[src/rtl/seg7_scan_ctrl.sv]
// Time-multiplexed hex 7-segment scanner with frame-synchronous shadow
// capture, leading-zero blanking, PWM brightness and anti-ghost guard.
module seg7_scan_ctrl #(
  parameter int DIGITS         = 8,
  parameter int SCAN_DIV       = 1024,
  parameter int PWM_BITS       = 4,
  parameter int GUARD          = 4,
  parameter int ACTIVE_LOW_AN  = 1,
  parameter int ACTIVE_LOW_SEG = 1
) (
  input  logic                        CLK,
  input  logic                        RST_N,
  input  logic [4*DIGITS-1:0]         data,
  input  logic [DIGITS-1:0]           dp,
  input  logic [DIGITS-1:0]           digit_en,
  input  logic                        blank_lz,
  input  logic [PWM_BITS-1:0]         brightness,
  output logic [DIGITS-1:0]           anodes,
  output logic [6:0]                  segments,
  output logic                        seg_dp,
  output logic [$clog2(DIGITS)-1:0]   digit_idx,
  output logic                        frame_tick
);

  localparam int CW = $clog2(SCAN_DIV);
  localparam int IW = $clog2(DIGITS);
  localparam bit AL_AN  = (ACTIVE_LOW_AN != 0);
  localparam bit AL_SEG = (ACTIVE_LOW_SEG != 0);

  logic [CW-1:0]         div_cnt;
  logic [4*DIGITS-1:0]   sh_data;
  logic [DIGITS-1:0]     sh_dp;
  logic [DIGITS-1:0]     sh_en;
  logic                  sh_blz;
  logic [PWM_BITS-1:0]   sh_bri;

  logic [DIGITS-1:0]     blank;
  logic                  chain;
  logic [3:0]            nib;
  logic [6:0]            dec;
  logic [PWM_BITS-1:0]   phase;
  logic                  lit;
  logic [DIGITS-1:0]     an_log;
  logic [6:0]            seg_log;
  logic                  dp_log;

  // Blanking chain runs from the top digit down; digit 0 always shows.
  always_comb begin
    blank = '0;
    chain = sh_blz;
    for (int i = DIGITS - 1; i >= 1; i--) begin
      if (chain && sh_data[4*i +: 4] == 4'h0 && !sh_dp[i])
        blank[i] = 1'b1;
      else
        chain = 1'b0;
    end
  end

  assign nib   = sh_data[{digit_idx, 2'b00} +: 4];
  assign phase = div_cnt[CW-1 -: PWM_BITS];

  always_comb begin
    unique case (nib)
      4'h0: dec = 7'h7E;
      4'h1: dec = 7'h30;
      4'h2: dec = 7'h6D;
      4'h3: dec = 7'h79;
      4'h4: dec = 7'h33;
      4'h5: dec = 7'h5B;
      4'h6: dec = 7'h5F;
      4'h7: dec = 7'h70;
      4'h8: dec = 7'h7F;
      4'h9: dec = 7'h7B;
      4'hA: dec = 7'h77;
      4'hB: dec = 7'h1F;
      4'hC: dec = 7'h4E;
      4'hD: dec = 7'h3D;
      4'hE: dec = 7'h4F;
      4'hF: dec = 7'h47;
    endcase
  end

  always_comb begin
    lit = (div_cnt >= CW'(GUARD))
       && sh_en[digit_idx]
       && !blank[digit_idx]
       && (phase <= sh_bri);
    an_log  = lit ? (DIGITS'(1) << digit_idx) : '0;
    seg_log = blank[digit_idx] ? 7'h00 : dec;
    dp_log  = !blank[digit_idx] && sh_dp[digit_idx];
  end

  always_ff @(posedge CLK or negedge RST_N) begin
    if (!RST_N) begin
      div_cnt    <= '0;
      digit_idx  <= '0;
      frame_tick <= 1'b0;
      sh_data    <= '0;
      sh_dp      <= '0;
      sh_en      <= '0;
      sh_blz     <= 1'b0;
      sh_bri     <= '0;
      anodes     <= {DIGITS{AL_AN}};
      segments   <= {7{AL_SEG}};
      seg_dp     <= AL_SEG;
    end else begin
      frame_tick <= 1'b0;
      div_cnt    <= div_cnt + 1'b1;
      if (div_cnt == CW'(SCAN_DIV - 1)) begin
        if (digit_idx == IW'(DIGITS - 1)) begin
          digit_idx  <= '0;
          frame_tick <= 1'b1;
          sh_data    <= data;
          sh_dp      <= dp;
          sh_en      <= digit_en;
          sh_blz     <= blank_lz;
          sh_bri     <= brightness;
        end else begin
          digit_idx <= digit_idx + 1'b1;
        end
      end
      anodes   <= an_log ^ {DIGITS{AL_AN}};
      segments <= seg_log ^ {7{AL_SEG}};
      seg_dp   <= dp_log ^ AL_SEG;
    end
  end

endmodule

[config.mk]
export PLATFORM = sky130hd
export DESIGN_NAME = seg7_scan_ctrl
export DESIGN_NICKNAME = d
export VERILOG_FILES = /design/src/rtl/seg7_scan_ctrl.sv
export SDC_FILE = /design/constraint.sdc
export NUM_CORES = 1
export LEC_CHECK = 0
export ABC_AREA = 1
export ABC_CLOCK_PERIOD_IN_PS = 2500
export CORE_MARGIN = 2
export CORE_UTILIZATION = 40
export DETAILED_ROUTE_END_ITERATION = 8
export RECOVER_POWER = 50
export SYNTH_ARGS = -nofsm -noshare
export SYNTH_HDL_FRONTEND = slang
export SYNTH_SLANG_ARGS = --single-unit
[constraint.sdc]
create_clock -name CLK -period 2.5 [get_ports CLK]
set_input_delay 0.75 -clock CLK [delete_from_list [all_inputs] [get_ports CLK]]
set_output_delay 0.75 -clock CLK [all_outputs]
set_load 0.005 [all_outputs]
==> flow_metrics.tcl <==
set metrics [dict create \
    hpwlAfterDp_um 7050 \
    criticalPathCategory "reg -> out" \
    hold_ws_ns 0.466 \
    track_usage_pct 17.7 \
    synthTopCellsByCount "249 x nand2_1, 67 x dfrtp_1, 54 x nand3_1, 43 x inv_1, 33 x nor2_1" \
    synth_top_cell_area_share_pct 38.6 \
    portBuffers 74 \
    io_pins 75 \
    syn_avg_cell_area_um2 7.92 \
    leakage_nw 2.67 \
    power.density_mw_per_mm2 455 \
    ctsResizeCount 0 \
    synth_most_common_cell "nand2_1" \
    cp_cell_sequence "clkdlybuf4s50_1" \
    cts_tree "yes" \
    drive_above_1_share_pct 7.99 \
    drt-initial-drc-count 195 \
    clkLatencyLatePin_ns 0.36 \
    cp-start-kind "flop" \
    relSlewSlack_pct 34.8 \
    die-height_um 108 \
    cts_made_buffers 9 \
    ys_ff_latch 83 \
    grt_pass1_wl_um 16200 \
    cp_num_buf_inv 1 \
    async_reset_ff_share_pct 100 \
    crit_fanout 13 \
    regArea_mm2 0.00210 \
    finalHoldViolCount 0 \
    worst_slew_pin_slew_ns 0.978 \
    synth_nets 622 \
    final_nets 694 \
    row_count 38 \
    finalCritPeriodShare_pct 96.0 \
    synth.distinct_cells 31 \
    finalCriticalPeriod_ns 2.40 \
    critPathRequiredTime_ns 1.75 \
    die-width_um 108 \
    cp_slowest_cell "clkdlybuf4s50_1" \
    wirelength_um 9520 \
    hp-class "reg -> reg" \
    yosysWarnings 0 \
    max_freq_mhz 417 \
    dieArea_mm2 0.0117 \
    rsz0062_at_grt "false" \
    antenna_cells 0 \
    status "finished clean" \
    drv_cap 0 \
    setup.worst_path.end_class "output port" \
    synth_largest_area_cell "dfrtp_1" \
    grt_max_degree 54 \
    vias 3566 \
    syn-cell-area_mm2 0.00435 \
    report.final.slew_viol_count 0 \
    setup_viol 0 \
    yosysSeqAreaShare_pct 48.3 \
    crit_family "buffers and inverters" \
    clock_skew_ns 0.0154 \
    vias_per_cell 4.66 \
    clock-sinks 83 \
    vdd_ir_drop_max_mv 0.235 \
    area_growth_pct 23.6 \
    ys_top_cells_by_area "dfrtp_1 39%, nand2_1 22%, dfstp_2 9.7%" \
    path_clk_slew_ns 0.10 \
    arrival_ns 1.65 \
    grt_overflow 0 \
    cts_setup_buffers 0 \
    slowest_delay_ns 0.65 \
    drtPass1Iterations 4 \
    drc 0 \
    fin_setup_tns_ns 0 \
    synth-edff-count 0 \
    place_congestion 0.850 \
    ant_nets 0 \
    synth_ff_type "dfrtp_1" \
    antenna_found_initial 0 \
    max-clock-path-buffers 2 \
    cts_max_level 3 \
    cts-root-buf "clkbuf_8" \
    multi_input_area_mm2 0.00191 \
    synthCells 549 \
    grt_pass1_vias 3470 \
    fill_cells 1074 \
    cts_hold_buf 0 \
    wire_per_inst_um 12.4 \
    coreArea_mm2 0.0107 \
    initial_core_util_pct 40.6 \
]
## per-layer routing
layer / up-vias / track usage, % / part of all wire, %
li1: 1847 / - / -
met1: 1629 / 25.0 / 49
met2: 77 / 27.7 / 46
met3: 13 / 2.41 / 3.7
met4: 0 / 6.96 / 1.5
met5: - / 0 / 0
## final timing paths
kind / start / endpoint / slack [ns] / depth (start not counted)
setup / recovery: digit_idx[0] / digit_idx[0] / 0.1 / 1
hold / removal: div_cnt[0] / div_cnt[0] / 0.47 / 1
setup reg to reg: digit_idx[0] / segments[6] / 0.30 / 12
hold reg to reg: div_cnt[0] / div_cnt[0] / 0.47 / 1
max in group asynchronous: RST_N / segments[1] / 1.15 / 2
min in group asynchronous: RST_N / sh_dp[1] / 0.53 / 1
## state kept, by name (all words and copies together), names as in the netlist, 3 cells and up
signal and cells:
sh_bri 4, div_cnt 10, digit_idx 3, anodes 8, segments 7, sh_dp 8, sh_data 32, sh_en 8
## area by class of cell
| class | count | share of cell area [%] |
|---|---|---|
| clock inverters | 7 | 1.42 |
| flip-flops and latches | 83 | 39.0 |
| repair buffers | 81 | 15.4 |
| clock buffers | 9 | 2.31 |
| well taps | 140 | 3.26 |
| multi-input cells | 403 | 35.6 |
| inverters | 43 | 3.00 |
## layout by cell type (no fill, tap or decap), drive strengths merged, types with 2 or more instances in the layout
cell type / n
nand2: 252
xnor2: 2
nand3b: 5
nand3: 55
o211ai: 5
inv: 45
o21ai: 8
a21oi: 5
clkdlybuf4s50: 73
nor3: 3
dfstp: 16
dfrtp: 67
ha: 18
clkinv: 3
or2: 3
clkbuf: 10
xor2: 5
nand4: 2
nor2: 37
buf: 7
## power by group
part | switching (mW) | leakage [nW] | internal, mW
sequential | 0 | 0.812 | 1.34
combinational | 0.0364 | 1.76 | 0.0751
clock | 0.521 | 0.102 | 0.470
## metrics by stage
step	setup WS [ns]	utilization [%]	std cells	power (mW)	instance area (um^2)
global route	0.0372	50.2	766	2.53	5370
CTS	0.0997	50.4	766	2.48	5390
detailed placement	0.344	48.5	750	1.48	5190
floorplan	0.605	-	549	1.37	4350
global placement	0.449	48.5	750	1.48	5190
finish	0.0998	50.2	766	2.45	5370
## cells by family (layout without fill, tap and decap cells)
family / after synthesis / in the layout / share of synthesized area, %
AND/OR/NAND/NOR: 357 / 357 / 34.9
flip-flops: 83 / 83 / 48.3
AO/OA/AOI/OAI: 21 / 21 / 2.91
XOR/XNOR: 7 / 7 / 1.41
buffers and inverters: 63 / 140 / 7.37
adder cells (fa/ha/maj): 18 / 18 / 5.18
No activity file was read; power rests on OpenSTA's default activity.
